[src/rtl/bcd_scan_ctrl.sv]
// Iterative double-dabble binary-to-BCD converter with a held display register and a
// four-digit multiplexed 7-segment scan for a common-anode display.
module bcd_scan_ctrl #(
    parameter int unsigned CLK_DIV       = 50000,
    parameter bit          BLANK_LEADING = 1'b1
) (
    input  logic        clk,
    input  logic        rst_n,
    input  logic [9:0]  value_in,
    input  logic        load,
    output logic        busy,
    output logic        done,
    output logic [15:0] bcd_out,
    output logic [3:0]  an,
    output logic [6:0]  seg
);

    localparam int unsigned PresW = (CLK_DIV > 2) ? $clog2(CLK_DIV) : 1;
    localparam logic [PresW-1:0] PresMax = PresW'(CLK_DIV - 1);
    localparam logic [3:0] LastIter = 4'd9;

    typedef enum logic [1:0] {
        StIdle,
        StConvert,
        StUpdate
    } state_e;

    state_e            state_q, state_d;
    logic              busy_q, busy_d;
    logic              done_q, done_d;
    logic [15:0]       bcd_q, bcd_d;
    logic [15:0]       scratch_q, scratch_d;
    logic [9:0]        shift_q, shift_d;
    logic [3:0]        iter_q, iter_d;
    logic [PresW-1:0]  pres_q, pres_d;
    logic [1:0]        idx_q, idx_d;

    logic [15:0]       scratch_adj;
    logic [3:0]        digit;
    logic              blank_thou;
    logic              blank_hund;
    logic              blank_tens;
    logic              slot_blank;

    // Nibbles >= 5 would overflow past 9 after doubling, so pre-correct them by 3.
    function automatic logic [15:0] dd_adjust(input logic [15:0] s);
        logic [15:0] r;
        r = s;
        for (int i = 0; i < 4; i++) begin
            if (s[i*4 +: 4] >= 4'd5) begin
                r[i*4 +: 4] = s[i*4 +: 4] + 4'd3;
            end
        end
        return r;
    endfunction

    assign scratch_adj = dd_adjust(scratch_q);

    always_comb begin
        state_d   = state_q;
        busy_d    = busy_q;
        done_d    = 1'b0;
        bcd_d     = bcd_q;
        scratch_d = scratch_q;
        shift_d   = shift_q;
        iter_d    = iter_q;

        unique case (state_q)
            StIdle: begin
                if (load) begin
                    shift_d   = value_in;
                    scratch_d = '0;
                    iter_d    = '0;
                    busy_d    = 1'b1;
                    state_d   = StConvert;
                end
            end
            StConvert: begin
                {scratch_d, shift_d} = {scratch_adj[14:0], shift_q, 1'b0};
                iter_d = iter_q + 4'd1;
                if (iter_q == LastIter) begin
                    state_d = StUpdate;
                end
            end
            StUpdate: begin
                bcd_d   = scratch_q;
                done_d  = 1'b1;
                busy_d  = 1'b0;
                state_d = StIdle;
            end
            default: begin
                state_d = StIdle;
                busy_d  = 1'b0;
            end
        endcase
    end

    // Refresh scan runs freely, independent of the conversion FSM.
    always_comb begin
        pres_d = pres_q + PresW'(1);
        idx_d  = idx_q;
        if (pres_q == PresMax) begin
            pres_d = '0;
            idx_d  = idx_q + 2'd1;
        end
    end

    always_ff @(posedge clk or negedge rst_n) begin
        if (!rst_n) begin
            state_q   <= StIdle;
            busy_q    <= 1'b0;
            done_q    <= 1'b0;
            bcd_q     <= '0;
            scratch_q <= '0;
            shift_q   <= '0;
            iter_q    <= '0;
            pres_q    <= '0;
            idx_q     <= '0;
        end else begin
            state_q   <= state_d;
            busy_q    <= busy_d;
            done_q    <= done_d;
            bcd_q     <= bcd_d;
            scratch_q <= scratch_d;
            shift_q   <= shift_d;
            iter_q    <= iter_d;
            pres_q    <= pres_d;
            idx_q     <= idx_d;
        end
    end

    always_comb begin
        digit = bcd_q[3:0];
        unique case (idx_q)
            2'd0: digit = bcd_q[3:0];
            2'd1: digit = bcd_q[7:4];
            2'd2: digit = bcd_q[11:8];
            2'd3: digit = bcd_q[15:12];
            default: digit = bcd_q[3:0];
        endcase
    end

    // Leading-zero blanking; an interior zero (e.g. tens of 305) stays lit.
    assign blank_thou = (bcd_q[15:12] == 4'd0);
    assign blank_hund = blank_thou && (bcd_q[11:8] == 4'd0);
    assign blank_tens = blank_hund && (bcd_q[7:4] == 4'd0);

    always_comb begin
        slot_blank = 1'b0;
        unique case (idx_q)
            2'd0: slot_blank = 1'b0;
            2'd1: slot_blank = blank_tens;
            2'd2: slot_blank = blank_hund;
            2'd3: slot_blank = blank_thou;
            default: slot_blank = 1'b0;
        endcase
    end

    assign an = (BLANK_LEADING && slot_blank) ? 4'b1111 : ~(4'b0001 << idx_q);

    // Shared decoder_7seg: active-low segments ordered {g,f,e,d,c,b,a}.
    always_comb begin
        seg = 7'b1111111;
        unique case (digit)
            4'd0: seg = 7'b1000000;
            4'd1: seg = 7'b1111001;
            4'd2: seg = 7'b0100100;
            4'd3: seg = 7'b0110000;
            4'd4: seg = 7'b0011001;
            4'd5: seg = 7'b0010010;
            4'd6: seg = 7'b0000010;
            4'd7: seg = 7'b1111000;
            4'd8: seg = 7'b0000000;
            4'd9: seg = 7'b0010000;
            default: seg = 7'b1111111;
        endcase
    end

    assign busy    = busy_q;
    assign done    = done_q;
    assign bcd_out = bcd_q;

endmodule

[config.mk]
export PLATFORM = sky130hd
export DESIGN_NAME = bcd_scan_ctrl
export DESIGN_NICKNAME = d
export VERILOG_FILES = /design/src/rtl/bcd_scan_ctrl.sv
export SDC_FILE = /design/constraint.sdc
export NUM_CORES = 1
export LEC_CHECK = 0
export CAP_MARGIN = 20
export CORE_MARGIN = 10
export CORE_UTILIZATION = 58
export CTS_BUF_LIST = sky130_fd_sc_hd__clkbuf_4 sky130_fd_sc_hd__clkbuf_8
export DETAILED_ROUTE_END_ITERATION = 6
export PLACE_DENSITY = 0.88
export SLEW_MARGIN = 10
export SYNTH_ARGS = -nofsm -noshare
export SYNTH_HDL_FRONTEND = slang
export SYNTH_SLANG_ARGS = --single-unit
[constraint.sdc]
create_clock -name clk -period 2.45 [get_ports clk]
set_input_delay 0.49 -clock clk [delete_from_list [all_inputs] [get_ports clk]]
set_output_delay 0.49 -clock clk [all_outputs]
set_load 0.05 [all_outputs]
Word level (Yosys, flattened, before mapping)

Memory sizes are Yosys's and may differ from the RTL's.
Index checks and enable logic that the tools add are counted.

Register bits after elaboration: 68
Bits in latches: 0
RAM bits: 0
ROM bits: 112
Logic and storage cells: 64
Memories kept: 1

Add/sub/neg operators: 7
$mul: 0
Div/mod/pow operators: 0
Order comparisons: 4
Eq/ne operators: 9
Shift-type cells: 1
Muxes and demuxes: 20
Bitwise operators: 2
Reduce and logical (&&, ||, !) cells: 11

Memories:

| memory           | words | bits a word | read ports | clocked after Yosys merged registers in | write ports | line | RTL |
|---|---|---|---|---|---|---|---|
| (name not given) | 16    | 7           | 1          | 0                                       | 0           | 164  | `unique case (digit)` |

Operators with widths:

| kind                                                | number |
|---|---|
| two-way mux 16 bit                                  | 2 |
| one-hot mux 16 bit (2 select lines)                 | 1 |
| two-way mux 4 bit                                   | 5 |
| one-hot mux 10 bit (2 select lines)                 | 1 |
| adder 16 x 1 -> 16 bit, second input constant       | 1 |
| == test 16 bit, second input constant               | 1 |
| >= comparator 4 x 3 -> 1 bit, second input constant | 4 |
| one-hot mux 4 bit (4 select lines)                  | 1 |
| adder 4 x 2 -> 4 bit, second input constant         | 3 |
| logical NOT 4 bit                                   | 3 |
| two-way mux 10 bit                                  | 1 |
| one-hot mux 4 bit (2 select lines)                  | 1 |
| == test 2 bit, second input constant                | 3 |
| AND reduction 2 bit                                 | 3 |
| adder 4 x 1 -> 4 bit, second input constant         | 1 |
| == test 2 x 1 -> 1 bit, second input constant       | 2 |
| == test 4 bit, second input constant                | 1 |
| logical NOT 2 bit                                   | 2 |
| two-way mux 2 bit                                   | 2 |
| != test 2 bit, second input constant                | 2 |
| NOT 4 bit                                           | 1 |
| one-hot mux 1 bit (4 select lines)                  | 1 |
| one-hot mux 2 bit (2 select lines)                  | 1 |
| << shifter 1 x 2 -> 4 bit, first input constant     | 1 |
| other kinds (8)                                     | 10 |

Longest topological paths before layout

Gate-level depths: netlist of the first run.

Word-level depth: 5
Gate-level depth with buffers: 8

Worst setup path before layout of the first run

OpenSTA, ideal clock, no wires.

Kind: reg2out
Start point: register idx_q[0]
End point: output port seg[1]
Data arrival time: 2.686 ns
Required time: 1.960 ns
Path slack: -0.726 ns
Stages on the path, launching flop included: 8
Buffers on the path: 0
Path through: dfrtp_1 -> inv_1 -> ha_1 -> clkinv_1 -> a21oi_1 -> inv_1 -> ha_1 -> o21ai_0

Longest elaborated chain between the ends: 3

RTL lines:

| what                                        | line | RTL |
|---|---|---|
| from (decl)                                 | 36   | `logic [1:0] idx_q, idx_d;` |
| from (signal assigned)                      | 128  | `idx_q <= idx_d;` |
| == test 2 bit, or another cell as far along | 134  | `unique case (idx_q)` |
| one-hot mux 4 bit (4 select lines) (*)      | 134  |  |
| memory read (16 x 7 bit) (*)                | --   |  |
| to (decl)                                   | 15   | `output logic [6:0] seg` |

Every way passes the cells marked *; elsewhere a longest branch is shown, timed or not.

Worst setup path after layout of the first run

Start point: register idx_q[1]
End point: output port seg[6]

The elaborated chain is that of the path after synthesis.

==> run metrics, run 1 <==
initial antenna violation count=0; Num CTS Buffers=9; CP max-delay cell=a222oi_1; Mean Syn Cell Area=10.0 µm²; non-filler cells, final=498; share of the synthesized area in the top cell type=48.2%; critical path's most frequent cell=mux2i_4; Critical Path AT=2.44 ns; number of global-route vias before repair=3035; Worst slew margin=50.9%; max incr delay on CP=0.44 ns; WHS=0.133 ns; GPL Wtd Cong=approximately 0.87; vias per cell=6.10; crit end category=output pin; Leak=2.07 nW; CORE AREA=about 5900 µm²; pin count of the biggest net entering global routing=~40; Top Ports=between 40 and 50; synthesized area=3530 µm²; failing checks=negative setup slack; final max-slew violation count=0; r2r setup slk=0.63 ns; Die Footprint=9610 µm²; setup slack after layout=-0.478 ns; WP data required=approximately 2 ns; sequential cell area fraction in the yosys report=48.2%; port buffer count=41; # rows=28; DRT Wirelength=9190 µm; chip height=98.0 µm; placed insts=between 400 and 500; Total GRT Usage=17.5%; nets=450; Pwr Density=1260 nW/µm²; clock latency on the worst-skew pair=about 0.35 ns; Slew @ Worst Pin=0.737 ns; Syn Inst Count=352; DP HPWL=5770 µm; Yosys warning total=0; status=finished, violations left; MaxCap Viol Count=0; Clock Tree Buf Depth=2; post-layout total power=6.01 mW; Tmin final=2.93 ns; Mapped Nets=384; post-route ant nets=0; drt initial violations=179; H-tree depth=3; first-pass GRT wire length=14300 µm; detailed-route via count=about 3000; Root Buffer=clkbuf_8; Num Clock Sinks=68; layout cell share with drive strength beyond 1=24.6%; worst setup path class=reg2out; VDD IR max=approximately 1.2 mV; synth top area cells=dfrtp_1 (48%), ha_1 (6.7%), mux2_2 (6.4%), o21ai_0 (5.7%), nand2_1 (4.4%); clk slew on worst S/H paths=0.08 ns; Hold/Removal Path Class=in2async; Initial Utilization=around three fifths; Final setup viols=7; critical-path cell list=buf_6 -> ha_4 -> a222oi_1 -> mux2i_4 -> nor2_2 -> mux2i_4 -> buf_12; crit share post-route=120%; RSZ-0062 raised after global routing=true; Yosys top cell by area=dfrtp_1; Die Width=98.0 µm; CTS tree=yes; Syn-to-layout area delta=34.7%; # DRC=0; wire length per cell=18.4 µm; GRT Residual Overflow=0; Critical Path Start Type=flop; fmax=between 0.3 and 0.4 GHz; clk_skew=0.0113 ns; Ant. Diodes=0; TritonRoute pass-1 iters=6; flops & latches, synth=68; crit-path max FO=6; final hold vios=0; post-synthesis cell type count=37
-- flip-flops by register name (all words and copies together), names as in the netlist --
register   flops
shift_q       10
pres_q        16
bcd_out       16
done           1
idx_q          2
iter_q         4
busy           1
state_q        2
scratch_q     16
-- through the flow --
step / TNS, ns / setup slack [ns] / utilization [%] / area [µm²]
after floorplan: -0.282 / -0.106 / - / 3580
after global placement: -0.0770 / -0.0459 / 72.7 / 4300
after detailed placement: -0.799 / -0.172 / 72.7 / 4300
after CTS: -2.49 / -0.394 / 78.4 / 4640
after global routing: -3.60 / -0.555 / 80.3 / 4760
final: -3.05 / -0.478 / 80.3 / 4760
-- per-layer routing --
metal  part of all wire (%)  GRT usage [%]
met5                      0              0
met4                    3.4           9.28
met3                    7.0           4.16
met2                     51           30.2
met1                     39           19.6
-- synthesized netlist by cell type (all sizes together) --
cell,count
dfrtp,68
nand2,41
o21ai,41
mux2,20
a21oi,19
ha,19
inv,18
nor2,16
xnor2,12
clkbuf,10
nand3,9
xor2,9
nand4,8
nor3,8
nor3b,8
nor4,6
mux2i,5
nand2b,5
a222oi,4
nor2b,4
a22o,3
o31ai,3
a21o,2
and3,2
buf,2
clkinv,2
a211oi,1
a22oi,1
a31oi,1
and4,1
nand4bb,1
o21bai,1
or4b,1
or4bb,1
-- logic make-up after synthesis --
family                   Yosys count  synth area share, %
AND/OR/NAND/NOR                  111                 16.3
AO/OA/AOI/OAI                     76                 12.3
flip-flops                        68                 48.2
buffers and inverters             32                 3.51
multiplexers                      25                 7.80
XOR/XNOR                          21                 5.21
adder cells (fa/ha/maj)           19                 6.73
-- worst paths after layout --
kind	start	endpoint	cells past startpoint
setup reg to reg	scratch_q[4]$_DFFE_PN0P_	scratch_q[6]$_DFFE_PN0P_	6
hold / removal	rst_n	shift_q[5]$_DFFE_PN0P_	1
min in group clk	shift_q[6]$_DFFE_PN0P_	shift_q[6]$_DFFE_PN0P_	2
max in group asynchronous	rst_n	bcd_out[0]$_DFFE_PN0P_	3
setup / recovery	idx_q[1]$_DFFE_PN0N_	seg[6]	7
hold reg to reg	shift_q[6]$_DFFE_PN0P_	shift_q[6]$_DFFE_PN0P_	2
-- area by class of cell --
cell class,instances,area (µm²)
clock buffer,10,138
clock inverter,6,135
fill,318,1160
inverter,20,75.1
multi-input combinational,252,1910
sequential,68,1700
tap,75,93.8
timing repair buffer,67,702
-- cell usage in the layout (no fill, tap or decap), types with 2 or more instances in the layout --
cell              n
xnor2_1          12
inv_1            15
nor3_1            7
inv_2             4
nand2_1          41
ha_4              5
a21oi_2           2
clkbuf_8         10
a21oi_1          15
ha_1             13
xor2_1            9
o31ai_1           3
nand2b_1          5
nor4_1            5
a22o_1            3
o21ai_1           4
nand3_2           2
nor3b_1           8
nor2b_1           4
a21o_1            2
buf_4            26
mux2_2           19
nor2_1           15
a21oi_4           2
mux2i_4           4
clkdlybuf4s50_1  29
a222oi_1          4
and3_1            2
nand4_1           8
dfrtp_1          67
clkinvlp_4        2
bufinv_16         4
o21ai_0          36
nand3_1           7
buf_12           10
-- what timing repair did --
action / 4_1_cts / 5_1_grt
cloned: 0 / 0
hold buffers: 0 / 0
buffers inserted: 3 / 2
pin swaps: 5 / 6
setup endpoints to repair: 7 / 7
resized for setup: 13 / 21
-- where the power goes --
| group | total [mW] | internal, mW | switching [mW] |
|---|---|---|---|
| combinational | 2.95 | 1.23 | 1.71 |
| sequential | 1.81 | 1.45 | 0.354 |
| clock | 1.25 | 0.807 | 0.445 |
-- worst max-delay path: cells and delay by family (launching register included) --
family | cells | cell delay (ns)
AOI/OAI and AO/OA | 1 | 0.44
DFF | 1 | 0.42
and+or+nand+nor | 1 | 0.39
muxes | 2 | 0.36
buffers and inverters | 2 | 0.31
adders and majority gates | 1 | 0.17
Power figures use the tool's default switching activity.
==> inputs of run 2 (changes only) <==
==> constraint.sdc (replaced) <==
create_clock -name clk -period 2.45 [get_ports clk]
set_input_delay 0.49 -clock clk [delete_from_list [all_inputs] [get_ports clk]]
set_output_delay 0.49 -clock clk [all_outputs]
set_load 0.02 [all_outputs]
==> run metrics, run 2 (synthesis gave the netlist of run 1 again) <==
Worst slew margin=64.0% (+13 points); worst setup path class=reg2out; Num CTS Buffers=9 (unchanged); clk_skew=0.00934 ns (-0.00195 ns); first-pass GRT wire length=14400 µm (+0.83%); chip height=98.0 µm (unchanged); Die Footprint=9610 µm² (unchanged); post-layout util=75.4% (-5.0 points); TritonRoute pass-1 iters=5 (-1); DRT Wirelength=8820 µm (-4.0%); final max-slew violation count=0 (unchanged); Tmin final=2.93 ns (-0.00289 ns); CORE AREA=5920 µm² (unchanged); wire length per cell=17.7 µm (-4.2%); Clock Tree Buf Depth=2 (unchanged); setup slack after layout=-0.476 ns (+0.00289 ns); status=finished, violations left; CP max-delay cell=a222oi_1; Ant. Diodes=0 (unchanged); clock latency on the worst-skew pair=0.36 ns (about the same); RSZ-0062 raised after global routing=true; CTS tree=yes; max incr delay on CP=0.47 ns (+0.03 ns); Hold/Removal Path Class=in2async; Root Buffer=clkbuf_8; pin count of the biggest net entering global routing=47 (+15%); Slew @ Worst Pin=0.540 ns (-0.197 ns); crit end category=output pin; critical-path cell list=inv_2 -> ha_2 -> a222oi_1 -> mux2i_2 -> ha_2 -> mux2i_1 -> mux2i_1 -> buf_2; Setup TNS Final=-3.04 ns (+0.00259 ns); Pwr Density=1130 nW/µm² (-10%); Syn-to-layout area delta=26.4%; layout cell share with drive strength beyond 1=20.8% (-3.8 points); post-route ant nets=0 (unchanged); MaxCap Viol Count=0 (unchanged); non-filler cells, final=499 (+0.20%); most frequent cells in the layout=dfrtp_1 (67), nand2_1 (41), o21ai_0 (38); detailed-route via count=2942 (-3.1%); crit share post-route=119% (about the same); Final setup viols=7 (unchanged); Critical Path AT=2.44 ns (about the same); number of global-route vias before repair=3052 (+0.56%); Total GRT Usage=18.0% (+0.49 points); # DRC=0 (unchanged); nets=451 (+0.22%); crit-path max FO=6 (unchanged); Initial Utilization=59.6% (unchanged); H-tree depth=3 (unchanged); VDD IR max=0.745 mV (-37%); Top Ports=42 (unchanged); initial antenna violation count=0 (unchanged); port buffer count=41 (unchanged); # rows=28 (unchanged); pre-CTS setup slack=-0.503 ns (-0.331 ns); Critical Path Start Type=flop; Leak=2.00 nW (-3.1%); fmax=0.342 GHz (about the same); placed insts=482 (+0.84%); drt initial violations=188 (+5.0%); Worst Path Buf+Inv=2 (unchanged); clk slew on worst S/H paths=0.08 ns (about the same); GRT Residual Overflow=0 (unchanged); final hold vios=0 (unchanged); Crit path max-delay family=adder cells; Num Clock Sinks=68 (unchanged); failing checks=negative setup slack; Die Width=98.0 µm (unchanged); WP data required=1.96 ns (about the same); GPL Wtd Cong=0.887 (+1.6%); most common cell after layout, fill and taps aside=dfrtp_1; CTS Hold Bufs=0 (unchanged); DP HPWL=5830 µm (+1.2%); vias per cell=5.90 (-3.3%)
==> run 2: worst reg2reg max path, cell delays in order (launching register included) <==
cell and delay [ns]:
dfrtp_1 0.44, inv_1 0.12, ha_1 0.22, nand2b_1 0.08, a21oi_1 0.30, mux2_2 0.37
o21ai_0 0.14
==> run 2: area by class of cell <==
class / count / area, µm²
clock buffers: 9 / 124
clock inverters: 7 / 115
inverters: 20 / 75.1
fillers: 392 / 1460
multi-input cells: 252 / 1750
repair buffers: 68 / 602
flip-flops and latches: 68 / 1700
well taps: 75 / 93.8
==> run 2: worst paths after layout <==
kind                            cells past startpoint                     start  slack, ns                       end
worst max register to register                      6  scratch_q[0]$_DFFE_PN0P_       0.70  scratch_q[2]$_DFFE_PN0P_
min in group clk                                    2    shift_q[9]$_DFFE_PN0P_       0.48    shift_q[9]$_DFFE_PN0P_
worst min-delay path                                1                     rst_n       0.11  scratch_q[2]$_DFFE_PN0P_
worst max-delay path                                8      idx_q[0]$_DFFE_PN0N_      -0.48                    seg[6]
worst min register to register                      2    shift_q[9]$_DFFE_PN0P_       0.48    shift_q[9]$_DFFE_PN0P_
max in group asynchronous                           2                     rst_n       1.71      idx_q[0]$_DFFE_PN0N_
==> run 2: repair_timing <==
item                                    CTS  global route
resized for setup                        48            11
pin swaps                                 3             0
gates cloned                              0             0
buffers inserted                          1             0
endpoints found under the setup margin   10             9
==> run 2: power by group <==
group / switching (mW) / internal (mW)
clock: 0.455 / 0.672
sequential: 0.334 / 1.45
combinational: 1.17 / 0.983
==> run 2: metrics by stage <==
stage / hold WS [ns] / instance area (µm²) / power, mW
after floorplan: 0.194 / 3530 / 3.01
after global placement: 0.461 / 4190 / 3.75
after detailed placement: 0.471 / 4190 / 3.90
after CTS: 0.118 / 4440 / 5.03
after global routing: 0.152 / 4460 / 5.35
final: 0.105 / 4460 / 5.06
==> run 2: layer usage <==
metal / GRT usage (%) / part of all wire (%) / wire length (µm)
met1: 19.8 / 40 / 3560
met2: 30.1 / 49 / 4360
met4: 12.3 / 3.7 / 329
met5: 0 / 0 / 0
met3: 4.51 / 6.4 / 568
==> inputs of run 3 (changes only) <==
--- a/config.mk
+++ b/config.mk
@@ -9,6 +9,7 @@
 export CORE_MARGIN = 10
 export CORE_UTILIZATION = 58
 export CTS_BUF_LIST = sky130_fd_sc_hd__clkbuf_4 sky130_fd_sc_hd__clkbuf_8
+export CTS_CLUSTER_DIAMETER = 60
 export DETAILED_ROUTE_END_ITERATION = 6
 export PLACE_DENSITY = 0.88
 export SLEW_MARGIN = 10
==> results of run 3 <==
Same layout as run 2: the final DEF is identical, and so are final timing and power.
